==> config.mk <==
export PLATFORM = sky130hd
export DESIGN_NAME = truth_table_sweeper_flat
export DESIGN_NICKNAME = d
export VERILOG_FILES = /design/src/rtl/truth_table_sweeper_if.sv /design/src/rtl/truth_table_sweeper.sv /design/src/flat_wrapper.sv
export SDC_FILE = /design/constraint.sdc
export NUM_CORES = 1
export LEC_CHECK = 0
export ABC_AREA = 1
export BUFFER_PORTS_ARGS = -buffer_cell sky130_fd_sc_hd__buf_4
export CORE_MARGIN = 8
export CORE_UTILIZATION = 49
export DETAILED_ROUTE_END_ITERATION = 16
export PLACE_DENSITY = 0.72
export SLEW_MARGIN = 0
export SYNTH_ARGS = -nofsm -noshare
export SYNTH_HDL_FRONTEND = slang
export SYNTH_SLANG_ARGS = --single-unit
export TNS_END_PERCENT = 100
==> constraint.sdc <==
create_clock -name clk -period 4.7 [get_ports clk]
set_input_delay 0.94 -clock clk [delete_from_list [all_inputs] [get_ports clk]]
set_output_delay 0.94 -clock clk [all_outputs]
set_load 0.005 [all_outputs]
==> src/rtl/truth_table_sweeper_if.sv <==
// Stimulus/response bundle between truth_table_sweeper and the gate under test.
// master = sweeper side, slave = gate/environment side.
interface truth_table_sweeper_if;
  logic       start;
  logic       f;
  logic       a;
  logic       b;
  logic       c;
  logic       busy;
  logic       done;
  logic       pass;
  logic [7:0] table_bits;
  logic [7:0] mismatch;
  logic [3:0] fail_count;

  modport master (
    input  start, f,
    output a, b, c, busy, done, pass, table_bits, mismatch, fail_count
  );

  modport slave (
    output start, f,
    input  a, b, c, busy, done, pass, table_bits, mismatch, fail_count
  );
endinterface

==> src/rtl/truth_table_sweeper.sv <==
// Sweeps {a,b,c} through all eight vectors, samples f after a settle time and
// checks it against EXPECTED. Define SWEEP_EARLY_ABORT_EN to stop at the first mismatch.
module truth_table_sweeper #(
  parameter int unsigned SETTLE_CYCLES = 2,
  parameter logic [7:0]  EXPECTED      = 8'h45
) (
  input logic                   clk,
  input logic                   rst,
  truth_table_sweeper_if.master bus
);

  typedef enum logic [1:0] {StIdle, StWait, StSample, StReport} state_e;

  localparam int unsigned CntW = (SETTLE_CYCLES > 1) ? $clog2(SETTLE_CYCLES) : 1;
  localparam logic [CntW-1:0] CntLast = CntW'(SETTLE_CYCLES - 1);

  state_e          state;
  logic [2:0]      idx;
  logic [CntW-1:0] cnt;

  logic       samp_bad;
  logic       sweep_last;
  logic [7:0] mis_upd;

  assign samp_bad = bus.f ^ EXPECTED[idx];
  assign mis_upd  = bus.mismatch | (8'(samp_bad) << idx);

`ifdef SWEEP_EARLY_ABORT_EN
  assign sweep_last = (idx == 3'd7) || samp_bad;
`else
  assign sweep_last = (idx == 3'd7);
`endif

  always_ff @(posedge clk or posedge rst) begin
    if (rst) begin
      state          <= StIdle;
      idx            <= 3'd0;
      cnt            <= '0;
      bus.a          <= 1'b0;
      bus.b          <= 1'b0;
      bus.c          <= 1'b0;
      bus.busy       <= 1'b0;
      bus.done       <= 1'b0;
      bus.pass       <= 1'b0;
      bus.table_bits <= 8'h00;
      bus.mismatch   <= 8'h00;
      bus.fail_count <= 4'd0;
    end else begin
      unique case (state)
        StIdle: begin
          bus.busy <= 1'b0;
          bus.done <= 1'b0;
          if (bus.start) begin
            bus.table_bits        <= 8'h00;
            bus.mismatch          <= 8'h00;
            bus.fail_count        <= 4'd0;
            bus.pass              <= 1'b0;
            idx                   <= 3'd0;
            {bus.a, bus.b, bus.c} <= 3'b000;
            cnt                   <= '0;
            bus.busy              <= 1'b1;
            state                 <= StWait;
          end
        end
        StWait: begin
          if (cnt == CntLast) state <= StSample;
          else                cnt   <= cnt + CntW'(1);
        end
        StSample: begin
          bus.table_bits[idx] <= bus.f;
          bus.mismatch        <= mis_upd;
          bus.fail_count      <= bus.fail_count + 4'(samp_bad);
          if (sweep_last) begin
            bus.done <= 1'b1;
            bus.pass <= (mis_upd == 8'h00);
            state    <= StReport;
          end else begin
            idx                   <= idx + 3'd1;
            {bus.a, bus.b, bus.c} <= idx + 3'd1;
            cnt                   <= '0;
            state                 <= StWait;
          end
        end
        StReport: begin
          // START is ignored here; a held START is picked up on the next IDLE cycle.
          bus.done <= 1'b0;
          bus.busy <= 1'b0;
          state    <= StIdle;
        end
        default: state <= StIdle;
      endcase
    end
  end

endmodule
==> src/flat_wrapper.sv <==
// flat-port wrapper written by rule: the top's interface ports become plain ports
module truth_table_sweeper_flat 
#(
  parameter int unsigned SETTLE_CYCLES = 2,
  parameter logic [7:0]  EXPECTED      = 8'h45
)
  (clk, rst, bus_start, bus_f, bus_a, bus_b, bus_c, bus_busy, bus_done, bus_pass, bus_table_bits, bus_mismatch, bus_fail_count);
  truth_table_sweeper_if bus_i ();
  input logic clk;
  input logic rst;
  input wire logic [$bits(bus_i.start)-1:0] bus_start;
  input wire logic [$bits(bus_i.f)-1:0] bus_f;
  output wire logic [$bits(bus_i.a)-1:0] bus_a;
  output wire logic [$bits(bus_i.b)-1:0] bus_b;
  output wire logic [$bits(bus_i.c)-1:0] bus_c;
  output wire logic [$bits(bus_i.busy)-1:0] bus_busy;
  output wire logic [$bits(bus_i.done)-1:0] bus_done;
  output wire logic [$bits(bus_i.pass)-1:0] bus_pass;
  output wire logic [$bits(bus_i.table_bits)-1:0] bus_table_bits;
  output wire logic [$bits(bus_i.mismatch)-1:0] bus_mismatch;
  output wire logic [$bits(bus_i.fail_count)-1:0] bus_fail_count;
  assign bus_i.start = bus_start;
  assign bus_i.f = bus_f;
  assign bus_a = bus_i.a;
  assign bus_b = bus_i.b;
  assign bus_c = bus_i.c;
  assign bus_busy = bus_i.busy;
  assign bus_done = bus_i.done;
  assign bus_pass = bus_i.pass;
  assign bus_table_bits = bus_i.table_bits;
  assign bus_mismatch = bus_i.mismatch;
  assign bus_fail_count = bus_i.fail_count;
  truth_table_sweeper #(.SETTLE_CYCLES(SETTLE_CYCLES), .EXPECTED(EXPECTED)) u_core (.clk(clk), .rst(rst), .bus(bus_i));
endmodule
==> key figures <==
Status
  • Status: complete, no violations

Floorplanning
  • Initial core utilization: 51.12%
  • Die W: 72.20 microns
  • Die ar.: 5213 sq um
  • Die H: 72.20 microns
  • Ports: 30
  • Row count: 20
  • Core Region: 3028 sq um

Synthesis
  • Commonest register cell after synthesis: dfrtp_1
  • Top cells by count, synth: nand2_1 (43), dfrtp_1 (29), inv_1 (23)
  • Cell variety after synth: 25
  • Async SR Flop Fraction: 100.0%
  • Post-synthesis cell area: 1548 sq um
  • Post-Synthesis Cells: 186
  • Cell taking the most area after synthesis: dfrtp_1
  • Post-synth EDFFs: 0
  • Sequential area share after synthesis: 46.89%
  • Post-Syn Area per Cell: 8.321 sq um
  • Mapped Nets: 199
  • Most frequent cell after synthesis: nand2_1
  • Top-area cell type share of the netlist area: 46.89%
  • FF+latch count, synth: 29
  • Dominant cells by area after synthesis: dfrtp_1 (47%), nand2_1 (10%), ha_1 (7.3%)
  • Synth warn: 0

Critical path
  • R2R Setup Slk: 2.74 ns
  • Crit-path max FO: 9
  • CP arrival: 1.04 ns
  • Crit end category: output port
  • Worst path buffer plus inverter count: 1
  • Reg-to-reg startpoint: u_core.idx[0]$_DFFE_PP0P_
  • R2R depth: 10
  • Critical Path Start: u_core.bus.b$_DFFE_PP0P_
  • CP Cell Sequence: buf_4
  • CP required: 3.76 ns
  • Critical Path Max Stage Delay: 0.53 ns
  • Slowest CP cell: dfrtp_1
  • Startpoint types: flip-flop
  • Worst r2r dst: u_core.bus.fail_count[2]$_DFFE_PP0P_
  • Top delay family on crit path: flip-flops
  • Crit Path Class: flip-flop to output port

GRT
  • Global-route wire length before repair: 5.727 mm
  • Met2 GRT Util: 21.77%
  • GRT Total Usage: 14.05%
  • Busiest grt layer: met2
  • Initial antenna violation count: 0
  • Vias in the first global route: 1288
  • Met1 usage: 16.21%
  • Largest net degree at the start of global routing: 30
  • GRT overflow: 0
  • Met3 GRT Util: 5.234%

Flow run
  • Max_cap viols: 0

Timing
  • F_max: 0.5054 GHz
  • Pins Over Slew Limit: 0
  • Clock skew: 0.006444 ns
  • Final setup fails: 0
  • RSZ-0062 raised after global routing: no
  • Max_slew headroom: 29.27%
  • Fin. Hold Viols: 0
  • Actual slew at the worst max-slew pin: 1.060 ns
  • Fin crit share: 42.09%
  • Hold_ws: 0.4973 ns
  • Minimum clock period: 1.978 ns
  • Final setup TNS: 0 ns

CTS
  • Post-cts resize count: 0
  • Clock latency on the worst-skew pair: 0.33 ns
  • TritonCTS Sinks: 29
  • Clk buf depth: 2
  • H-tree Lvls: 2
  • Hold Buf Count CTS: 0
  • Worst-path clk slew: 0.09 ns
  • Clock root buffer: clkbuf_4
  • CTS tree: yes
  • TritonCTS Buffers: 5
  • Post CTS Setup Buffer Count: 0

Route
  • Wirelength, routed: 3.334 mm
  • Vias per cell: 4.966
  • Starting DRT DRC Count: 120
  • Final ANT Viol Nets: 0
  • DRT Pass-1 Iters: 4
  • Mean routed wirelength per cell: 12.63 microns
  • Vias: 1311
  • Number of remaining DRC errors: 0

Placed design
  • Routability cong.: 0.8132
  • Dpl cell area: 1793 sq um
  • Number of port buffers: 29
  • DP Cell Count: 256
  • DP Wirelength: 2.506 mm

Layout
  • FILL cells: 276
  • Final Net Count: 232
  • Diodes inserted: 0
  • Layout cells sized above 1: 24.09%
  • Final std cells w/o fill: 264
  • Area grow syn2layout: 20.37%
  • Final instance area: 1863 sq um

Pwr
  • Peak VDD IR: 0.3508 mV
  • Leak pwr: 0.9751 nW
  • Pwr Density: 503.1 nW/um^2

Min path
  • Hold depth: 2
  • Hold Crit Endpoint: u_core.bus.busy$_DFFE_PP0N_
  • Hold Path Origin: u_core.bus.busy$_DFFE_PP0N_
  • Worst hold path class: flip-flop to flip-flop
-- layout by cell type (no fill, tap or decap), types with 5 or more instances in the layout --
cell / instances
buf_4: 29
o21ai_0: 11
nor2_1: 16
a21oi_1: 5
nand3_1: 18
inv_1: 23
dfrtp_1: 29
clkbuf_4: 5
ha_1: 9
nand2_1: 43
-- worst max-delay path by stage --
stage               slack, ns  depth (start not counted)                              endpoint
finish                   2.72                          1                                 bus_b
global route             2.56                         10  u_core.bus.fail_count[2]$_DFFE_PP0P_
CTS                      2.71                          1                                 bus_b
detailed placement       2.54                          8  u_core.bus.fail_count[2]$_DFFE_PP0P_
global placement         2.61                          8  u_core.bus.fail_count[2]$_DFFE_PP0P_
floorplan                2.63                          8  u_core.bus.fail_count[2]$_DFFE_PP0P_
-- state kept, by name, indices dropped and copies added, names as in the netlist, 2 cells and up --
register,count
u_core.bus.mismatch,8
u_core.idx,2
u_core.state,2
u_core.bus.table_bits,8
u_core.bus.fail_count,4
-- layer usage --
metal | up-vias | part of all wire (%)
li1 | 668 | -
met1 | 609 | 45
met2 | 27 | 45
met3 | 7 | 6.8
met4 | 0 | 2.3
met5 | - | 0
-- metrics by stage --
stage / power (W) / utilization, % / setup WS, ns
global route: 0.001018 / 61.53 / 2.563
global placement: 0.0007516 / 59.21 / 2.612
CTS: 0.0009470 / 61.53 / 2.713
finish: 0.0009373 / 61.53 / 2.722
detailed placement: 0.0007690 / 59.21 / 2.540
floorplan: 0.0006542 / - / 2.627
-- kinds of logic after synthesis --
logic type      count (synthesis)  share of synthesized area [%]
buf+inv                        31                          9.054
compound gates                 28                          10.99
xor+xnor                        1                         0.5660
flops                          29                          46.89
simple gates                   88                          25.22
fa+ha+maj                       9                          7.276
-- layout make-up --
cell class / count / area (sq um) / share of cell area (%)
clock inverters: 1 / 5.005 / 0.2686
clock buffers: 7 / 65.06 / 3.492
flip-flops and latches: 29 / 725.7 / 38.95
repair buffers: 29 / 217.7 / 11.69
multi-input cells: 126 / 681.9 / 36.60
inverters: 28 / 112.6 / 6.044
well taps: 44 / 55.05 / 2.955
-- report_power, final --
group | switching, W | leakage [nW] | internal, W | total (W)
logic | 0.000277 | 0.539 | 0.000145 | 0.000422
registers | 0.0000437 | 0.395 | 0.000296 | 0.000340
clock network | 0.0000894 | 0.0413 | 0.0000866 | 0.000176
total | 0.000410 | 0.975 | 0.000527 | 0.000937
-- worst register-to-register path: cells and delay by family, from the launching register on --
family,cells,cell delay [ns]
buffers and inverters,2,0.19
adder cells (fa/ha/maj),3,0.64
flip-flops,1,0.49
AO/OA/AOI/OAI,1,0.18
XOR/XNOR,1,0.14
AND/OR/NAND/NOR,3,0.23
Power figures use the tool's default switching activity.
